`src/rtl/data_mem_bank.sv`:
```
// data_mem_bank: single-port data memory with a valid/ready request port,
// byte-lane write masking, a one-cycle registered read response and a
// built-in clear sequencer that zeroes the whole array after reset or on
// demand, so no memory image file is ever needed.
module data_mem_bank #(
    parameter int DATA_W = 16,
    parameter int ADDR_W = 6
) (
    input  logic                  clk,
    input  logic                  rst_n,
    input  logic                  req_valid_i,
    output logic                  req_ready_o,
    input  logic                  req_we_i,
    input  logic [DATA_W/8-1:0]   req_be_i,
    input  logic [ADDR_W-1:0]     req_addr_i,
    input  logic [DATA_W-1:0]     req_wdata_i,
    output logic                  rsp_valid_o,
    output logic [DATA_W-1:0]     rsp_rdata_o,
    input  logic                  clear_start_i,
    output logic                  busy_o
);

    localparam int NB    = DATA_W / 8;
    localparam int DEPTH = 1 << ADDR_W;

    // Last address of the array; reaching it ends a clear sequence.
    localparam logic [ADDR_W-1:0] LAST_ADDR = '1;

    typedef enum logic {
        CLEAR,
        IDLE
    } state_e;

    state_e              state_q;
    state_e              state_d;
    logic [ADDR_W-1:0]   cnt_q;
    logic [ADDR_W-1:0]   cnt_d;
    logic                rsp_valid_q;
    logic                rsp_valid_d;
    logic [DATA_W-1:0]   rsp_rdata_q;
    logic [DATA_W-1:0]   rsp_rdata_d;

    // The storage array itself carries no reset; the clear sequencer owns
    // its initial contents.
    logic [DATA_W-1:0]   mem_q [DEPTH];

    logic                handshake;
    logic                rd_hs;
    logic                wr_hs;
    logic [DATA_W-1:0]   lane_mask;
    logic [DATA_W-1:0]   rd_word;

    // Requests are only accepted while idle; a clear blocks the port.
    assign handshake = req_valid_i && (state_q == IDLE);
    assign rd_hs     = handshake && !req_we_i;
    assign wr_hs     = handshake && req_we_i;
    assign rd_word   = mem_q[req_addr_i];

    // Status outputs come straight from registered state.
    assign busy_o      = (state_q == CLEAR);
    assign req_ready_o = (state_q == IDLE);
    assign rsp_valid_o = rsp_valid_q;
    assign rsp_rdata_o = rsp_rdata_q;

    // Expand the per-byte enables into a bit mask over the whole word.
    always_comb begin
        lane_mask = '0;
        for (int i = 0; i < NB; i++) begin
            lane_mask[8*i +: 8] = {8{req_be_i[i]}};
        end
    end

    // Next-state logic: walk the clear counter, or wait for a clear request.
    always_comb begin
        state_d = state_q;
        cnt_d   = cnt_q;
        unique case (state_q)
            CLEAR: begin
                cnt_d = cnt_q + ADDR_W'(1);
                if (cnt_q == LAST_ADDR) begin
                    state_d = IDLE;
                end
            end
            IDLE: begin
                cnt_d = '0;
                if (clear_start_i) begin
                    state_d = CLEAR;
                end
            end
            default: begin
                state_d = CLEAR;
                cnt_d   = '0;
            end
        endcase
    end

    // Read response: pulse valid for one cycle, hold the last data otherwise.
    always_comb begin
        rsp_valid_d = rd_hs;
        rsp_rdata_d = rsp_rdata_q;
        if (rd_hs) begin
            rsp_rdata_d = rd_word;
        end
    end

    // Control and response registers, forced to their idle values by reset.
    always_ff @(posedge clk or negedge rst_n) begin
        if (!rst_n) begin
            state_q     <= CLEAR;
            cnt_q       <= '0;
            rsp_valid_q <= 1'b0;
            rsp_rdata_q <= '0;
        end else begin
            state_q     <= state_d;
            cnt_q       <= cnt_d;
            rsp_valid_q <= rsp_valid_d;
            rsp_rdata_q <= rsp_rdata_d;
        end
    end

    // Array update: zero one word per cycle while clearing, else masked write.
    always_ff @(posedge clk) begin
        if (state_q == CLEAR) begin
            mem_q[cnt_q] <= '0;
        end else if (wr_hs) begin
            mem_q[req_addr_i] <= (rd_word & ~lane_mask) | (req_wdata_i & lane_mask);
        end
    end

endmodule

```
`config.mk`:
```
export PLATFORM = sky130hd
export DESIGN_NAME = data_mem_bank
export DESIGN_NICKNAME = d
export VERILOG_FILES = /design/src/rtl/data_mem_bank.sv
export SDC_FILE = /design/constraint.sdc
export NUM_CORES = 1
export LEC_CHECK = 0
export CORE_ASPECT_RATIO = 1.75
export CORE_UTILIZATION = 65
export DETAILED_ROUTE_END_ITERATION = 8
export GPL_TIMING_DRIVEN = 0
export PLACE_DENSITY = 0.83
export SYNTH_ARGS = -nofsm -noshare
export SYNTH_HDL_FRONTEND = slang
export SYNTH_SLANG_ARGS = --single-unit
```
`constraint.sdc`:
```
create_clock -name clk -period 6.4 [get_ports clk]
set_input_delay 1.28 -clock clk [delete_from_list [all_inputs] [get_ports clk]]
set_output_delay 1.28 -clock clk [all_outputs]
set_load 0.02 [all_outputs]
```
==> results of run 1 <==
[how the worst max path moves through the flow]
stage / startpoint / end / slack (ps) / cells past startpoint
after detailed placement: req_addr_i[1] / mem_q[54][8] / 880 / 10
after global routing: req_addr_i[1] / mem_q[56][10] / 1350 / 10
after CTS: req_addr_i[1] / mem_q[40][8] / 1540 / 10
final: req_addr_i[1] / mem_q[56][10] / 1320 / 10
after global placement: req_addr_i[1] / mem_q[52][5] / -2160 / 9
after floorplan: req_addr_i[3] / mem_q[0][14] / 1850 / 8
[final cells by class]
| type | count | area, sq um |
|---|---|---|
| Multi-Input combinational cell | 1205 | 9520 |
| Inverter | 3 | 11.3 |
| Sequential cell | 1048 | 31400 |
| Buffer | 137 | 782 |
| Antenna cell | 2 | 5.00 |
| Tap cell | 806 | 1010 |
| Clock buffer | 108 | 2230 |
| Timing Repair Buffer | 78 | 996 |
| Fill cell | 3473 | 16700 |
| Clock inverter | 43 | 484 |
[per-layer routing]
metal / vias up / part of all wire / GRT usage
met3: 372 / 0.071 / 0.0464
met1: 11500 / 0.33 / 0.366
met2: 1304 / 0.53 / 0.570
li1: 9767 / - / -
met5: - / 0 / 0
met4: 0 / 0.070 / 0.201
[cell usage in the layout (no fill, tap or decap), types with 16 or more instances in the layout]
| cell | count |
|---|---|
| sky130_fd_sc_hd__edfxtp_1 | 1024 |
| sky130_fd_sc_hd__mux2i_1 | 514 |
| sky130_fd_sc_hd__nand2_1 | 100 |
| sky130_fd_sc_hd__o22ai_1 | 98 |
| sky130_fd_sc_hd__a22oi_1 | 96 |
| sky130_fd_sc_hd__clkbuf_16 | 86 |
| sky130_fd_sc_hd__nor2_1 | 75 |
| sky130_fd_sc_hd__nor2_2 | 57 |
| sky130_fd_sc_hd__nand3_1 | 55 |
| sky130_fd_sc_hd__buf_2 | 52 |
| sky130_fd_sc_hd__clkbuf_1 | 52 |
| sky130_fd_sc_hd__buf_4 | 45 |
| sky130_fd_sc_hd__clkdlybuf4s50_1 | 43 |
| sky130_fd_sc_hd__a21oi_1 | 33 |
| sky130_fd_sc_hd__dfrtp_1 | 24 |
| sky130_fd_sc_hd__o21ai_0 | 21 |
| sky130_fd_sc_hd__nor3_1 | 19 |
| sky130_fd_sc_hd__nand4_1 | 17 |
| sky130_fd_sc_hd__o21ai_1 | 17 |
| sky130_fd_sc_hd__o41ai_2 | 16 |
| sky130_fd_sc_hd__o21ai_4 | 16 |
[worst max-delay path, stage by stage]
cell and delay, ps:
sky130_fd_sc_hd__clkdlybuf4s50_1 620, sky130_fd_sc_hd__buf_4 300, sky130_fd_sc_hd__nand4b_1 320, sky130_fd_sc_hd__clkbuf_1 730, sky130_fd_sc_hd__o22ai_1 190, sky130_fd_sc_hd__nor3_1 310
sky130_fd_sc_hd__nand4_1 630, sky130_fd_sc_hd__o41ai_2 330, sky130_fd_sc_hd__o21ai_4 360, sky130_fd_sc_hd__buf_12 310
[power by group through the flow]
stage | clock (mW) | sequential [mW] | combinational, mW
4_1_cts | 5.20 | 8.05 | 1.50
3_3_place_gp | 0 | 8.18 | 1.37
6_report | 5.22 | 8.05 | 1.55
3_5_place_dp | 0 | 8.19 | 1.49
2_1_floorplan | 0 | 8.20 | 0.816
5_1_grt | 5.44 | 8.07 | 1.62
[registers in the layout, indices dropped and copies added, names as in the netlist]
signal and count:
mem_q 1024, req_ready_o 1, cnt_q 6, rsp_valid_o 1, rsp_rdata_o 16
[cells by family after synthesis]
logic type,share of synthesized area
compound gates,0.0555
xor+xnor,0.000636
fa+ha+maj,0.000303
buf+inv,0.0192
flops,0.758
mux,0.124
simple gates,0.0416
[stage by stage]
step	hold WS (ps)	util
6_report	504	0.736
5_1_grt	537	0.736
4_1_cts	503	0.735
3_5_place_dp	486	0.692
3_3_place_gp	478	0.679
2_1_floorplan	483	-
==> out/results.txt, run 1 <==
number of buffers created by CTS = 84
estimated wirelength of the detail-placed design = 70.5 mm
synthesized net count = 2423
Congestion Overflow GR = 0
proportion of total power due to net switching = 0.244
violated checks = DRC
maximum level of the CTS H-tree = 3
most frequent cell after synthesis = sky130_fd_sc_hd__edfxtp_1
Crit Path Category = in2reg
Layout area overhead = 12.2%
worst reg2reg path startpoint = req_ready_o
Worst slew margin = 0.0550
Hold Path Class = reg2reg
clock sink count = 1048
smallest setup slack after layout = 1320 ps
Period Utilization, post-route = 0.793
number of rows created at floorplan = 122
transition time at the pin with the least slew margin = 1410 ps
number of antenna-violating nets in the routed design = 0
Clk Latency, worst-skew pair = 660 ps
CP arrival = 5440 ps
final critical-path required period = 5080 ps
synthesized cell area = 0.0413 sq mm
net switching power figure = 3.61 mW
DR pass1 iterations = 8
Seq pwr share = 0.543
highest net fanout along the worst path = 34
post-synth top area share = 0.744
Post-layout nets = 2587
I/O pin count = 48
type of element capturing the critical path = register
register bit count reported by yosys = 1048
number of antenna violations at the first check in global routing = 1
average cell area after synthesis = 17.3 sq um
GRT Resource Usage Total = 0.323
internal power component = 11.2 mW
top cells by count, synth = sky130_fd_sc_hd__edfxtp_1 (1024), sky130_fd_sc_hd__mux2i_1 (514), sky130_fd_sc_hd__nor2_1 (132)
via count of the routed design = 23000
accumulated negative setup slack = 0 ps
Max rail drop VDD = 235 uV
largest buffer count on any clock path = 3
final slew viol count = 0
Power per Cell Area = 319 mW/mm^2
First DRT Iteration DRCs = 2648
leading cell types by total area after synthesis = sky130_fd_sc_hd__edfxtp_1 (74%), sky130_fd_sc_hd__mux2i_1 (12%), sky130_fd_sc_hd__a22oi_1 (1.7%), sky130_fd_sc_hd__o22ai_1 (1.5%), sky130_fd_sc_hd__dfrtp_1 (1.5%)
width of the die = 193 microns
wirelength, routed = 102 mm
largest area contributor in the netlist = sky130_fd_sc_hd__edfxtp_1
power after layout = 14.8 mW
cell count after placement = 3275
instance area at placement = 0.0436 sq mm
fraction of final layout cells sized beyond drive strength 1 = 0.141
Post-Layout Cell Count = 3430
largest clock skew in the final design = 36.7 ps
hold_sp = rsp_rdata_o[11]
Via density = 6.70
number of cells produced by synthesis = 2393
per-cell routed wire length = 29.8 microns
Port Buf Inserts = 43
run status = finished, violations left
Fmax = 197 MHz
vias in the first global route = 23400
CTS Root Cell = sky130_fd_sc_hd__clkbuf_16
number of hold buffers added after cts = 0
yosys synthesis warning count = 0
worst flop-to-flop path endpoint = mem_q[56][8]
largest net degree at the start of global routing = 49
fraction of power consumed by combinational cells = 0.105
total die area = 0.0647 sq mm
part of the power in the clock network = 0.352
capture endpoint of the worst hold path = rsp_rdata_o[11]
clock tree from TritonCTS = built
wire length of the first global-routing pass = 148 mm
max-cap violation count = 0
Setup Fix Bufs, Post-CTS = 0
count of final setup violators = 0
startpoint kind of the worst setup timing path = input pin
hold path depth = 2
placeable core area = 0.0630 sq mm
Required @ worst endpoint = 6770 ps
Starting Density = 0.656
top flip-flop cell by instance count after synthesis = sky130_fd_sc_hd__edfxtp_1
sequential-to-total area share from yosys stat = 0.758
reg2reg setup slack = 2670 ps
total count of hold-check failures in the final report = 0
post-cts repair resize count = 0
unrepaired setup endpoints after global routing = false
post-synth cell types = 45
number of enable flip-flop cells after synthesis = 1024
worst setup slack after placement = 882 ps
leakage power summed over all cells = 16.9 nW
depth of the most critical reg-to-reg path = 6
post-route cell area = 0.0464 sq mm
y dimension of the die = 336 microns
share of flip-flops with an asynchronous set or reset after synthesis = 0.0229
clock transition at the register clock pins on the worst setup and hold paths after CTS = 70 ps
DRC violation count after routing = 8
GP Congestion = 0.939
Note: power is estimated with default switching activity, not from simulation.
==> run 2, diff against run 1 <==
--- a/config.mk
+++ b/config.mk
@@ -6,10 +6,10 @@
 export NUM_CORES = 1
 export LEC_CHECK = 0
 export CORE_ASPECT_RATIO = 1.75
-export CORE_UTILIZATION = 65
+export CORE_UTILIZATION = 62
 export DETAILED_ROUTE_END_ITERATION = 8
 export GPL_TIMING_DRIVEN = 0
-export PLACE_DENSITY = 0.83
+export PLACE_DENSITY = 0.8
 export SYNTH_ARGS = -nofsm -noshare
 export SYNTH_HDL_FRONTEND = slang
 export SYNTH_SLANG_ARGS = --single-unit
==> constraint.sdc (replaced) <==
create_clock -name clk -period 4.7 [get_ports clk]
set_input_delay 0.94 -clock clk [delete_from_list [all_inputs] [get_ports clk]]
set_output_delay 0.94 -clock clk [all_outputs]
set_load 0.02 [all_outputs]
==> out/results.txt, run 2 (synthesis gave the netlist of run 1 again) <==
run status = finished clean (was finished, violations left)
leakage power summed over all cells = 17.0 nW (was 16.9 nW)
Starting Density = 0.630 (was 0.656)
worst hold slack across all endpoints = 284 ps (was 504 ps)
total count of hold-check failures in the final report = 0 (unchanged)
startpoint kind of the worst setup timing path = input pin (unchanged)
clock sink count = 1048 (unchanged)
First DRT Iteration DRCs = 2141 (was 2648)
estimated wirelength of the detail-placed design = 71.0 mm (was 70.5 mm)
Crit Path Category = in2reg (unchanged)
Power per Cell Area = 436 mW/mm^2 (was 319 mW/mm^2)
depth of the most critical reg-to-reg path = 6 (unchanged)
highest net fanout along the worst path = 33 (was 34)
type of element capturing the critical path = register (unchanged)
post-cts repair resize count = 0 (unchanged)
accumulated negative setup slack = 0 ps (unchanged)
number of hold buffers added after cts = 0 (unchanged)
fin util = 0.711 (was 0.736)
count of final setup violators = 0 (unchanged)
largest net degree at the start of global routing = 45 (was 49)
CTS Root Cell = sky130_fd_sc_hd__clkbuf_16 (unchanged)
final critical-path required period = 4630 ps
DRC violation count after routing = 0 (was 8)
number of antenna violations at the first check in global routing = 0 (was 1)
filler cell count = 3918 (was 3473)
Max rail drop VDD = 339 uV (was 235 uV)
reg2reg setup slack = 990 ps (was 2670 ps)
largest buffer count on any clock path = 3 (unchanged)
flip-flop count of the largest register, all copies and words added = 1024 (unchanged)
Layout area overhead = 12.9% (was 12.2%)
Required @ worst endpoint = 5070 ps (was 6770 ps)
largest clock skew in the final design = 45.2 ps (was 36.7 ps)
wire length of the first global-routing pass = 149 mm (was 148 mm)
GRT Resource Usage Total = 0.308 (was 0.323)
unrepaired setup endpoints after global routing = false (unchanged)
Biggest register = mem_q (unchanged)
y dimension of the die = 344 microns (was 336 microns)
final slew viol count = 0 (unchanged)
Post-layout nets = 2593 (was 2587)
number of buffers created by CTS = 84 (unchanged)
Hold Path Class = in2async (was reg2reg)
transition time at the pin with the least slew margin = 1410 ps (about the same)
Fmax = 216 MHz
worst flop-to-flop path endpoint = mem_q[8][6] (was mem_q[56][8])
Worst slew margin = 0.0532 (was 0.0550)
Via density = 6.48 (was 6.70)
max-cap violation count = 0 (unchanged)
clock tree from TritonCTS = built (unchanged)
most used cells in the layout excluding fill and tap cells = sky130_fd_sc_hd__edfxtp_1 (1024), sky130_fd_sc_hd__mux2i_1 (514), sky130_fd_sc_hd__nand2_1 (100) (unchanged)
number of antenna-violating nets in the routed design = 0 (unchanged)
total die area = 0.0678 sq mm (was 0.0647 sq mm)
Setup Fix Bufs, Post-CTS = 0 (unchanged)
Storage cell area = 0.0314 sq mm (unchanged)
fraction of final layout cells sized beyond drive strength 1 = 0.147 (was 0.141)
maximum level of the CTS H-tree = 3 (unchanged)
Port Buf Inserts = 43 (unchanged)
Congestion Overflow GR = 0 (unchanged)
wirelength, routed = 103 mm (was 102 mm)
GP Congestion = 0.984 (was 0.939)
Clk Latency, worst-skew pair = 690 ps (was 660 ps)
Period Utilization, post-route = 0.985
placeable core area = 0.0656 sq mm (was 0.0630 sq mm)
clock transition at the register clock pins on the worst setup and hold paths after CTS = 70 ps (about the same)
most frequent standard cell in the layout excluding fill and tap cells = sky130_fd_sc_hd__edfxtp_1 (unchanged)
DR pass1 iterations = 5 (was 8)
CP arrival = 5000 ps (was 5440 ps)
vias in the first global route = 23300 (was 23400)
Multi-input gate area = 0.00952 sq mm (unchanged)
width of the die = 197 microns (was 193 microns)
via count of the routed design = 22800 (was 23000)
worst reg2reg path startpoint = req_ready_o (unchanged)
I/O pin count = 48 (unchanged)
number of rows created at floorplan = 124 (was 122)
per-cell routed wire length = 29.3 microns (was 29.8 microns)
==> run 2: through the flow <==
step	instance area, sq um	total power, mW	setup WS, ps	std cells
2_1_floorplan	41300	12.3	493	2393
3_3_place_gp	42900	13.0	-3600	3318
3_5_place_dp	43800	13.2	-427	3355
4_1_cts	46600	20.3	255	3506
5_1_grt	46700	20.8	138	3510
6_report	46700	20.4	71.0	3511
==> run 2: where the power goes <==
part	total (mW)	switching (mW)	internal (mW)
registers	11.0	0.189	10.8
clock network	7.27	3.30	3.97
logic	2.13	1.50	0.633
total	20.4	4.98	15.4
==> run 2: metal layers <==
metal  vias to the layer above  GRT usage  routed length (microns)
met5                         -          0                        0
met4                         0      0.166                     5660
met1                     11500      0.354                    35300
met3                       269     0.0389                     6840
met2                      1194      0.558                    55000
li1                       9780          -                        -
==> run 2: layout make-up <==
| class | instances | share of cell area |
|---|---|---|
| sequential | 1048 | 0.672 |
| multi-input combinational | 1205 | 0.204 |
| clock buffer | 95 | 0.0466 |
| tap | 882 | 0.0236 |
| timing repair buffer | 84 | 0.0235 |
| buffer | 137 | 0.0168 |
| clock inverter | 56 | 0.0134 |
| inverter | 3 | 0.000241 |
| antenna | 1 | 0.0000536 |
==> run 2: how the worst max path moves through the flow <==
stage / cells after the start / startpoint / slack, ps / end
final: 10 / req_addr_i[1] / 70 / mem_q[47][5]
after global routing: 10 / req_addr_i[1] / 140 / mem_q[36][8]
after CTS: 10 / req_addr_i[1] / 250 / mem_q[47][5]
after detailed placement: 10 / req_addr_i[1] / -430 / mem_q[52][10]
after global placement: 9 / req_addr_i[1] / -3600 / mem_q[62][5]
after floorplan: 8 / req_addr_i[3] / 490 / mem_q[0][14]
==> run 2: worst max-delay path: stages <==
cell and delay, ps:
sky130_fd_sc_hd__clkdlybuf4s50_1 620, sky130_fd_sc_hd__buf_4 300, sky130_fd_sc_hd__nand4_1 300, sky130_fd_sc_hd__clkbuf_1 560
sky130_fd_sc_hd__o22ai_1 180, sky130_fd_sc_hd__nor3_1 400, sky130_fd_sc_hd__nand4_1 630, sky130_fd_sc_hd__o41ai_2 310
sky130_fd_sc_hd__o21ai_4 380, sky130_fd_sc_hd__buf_12 310
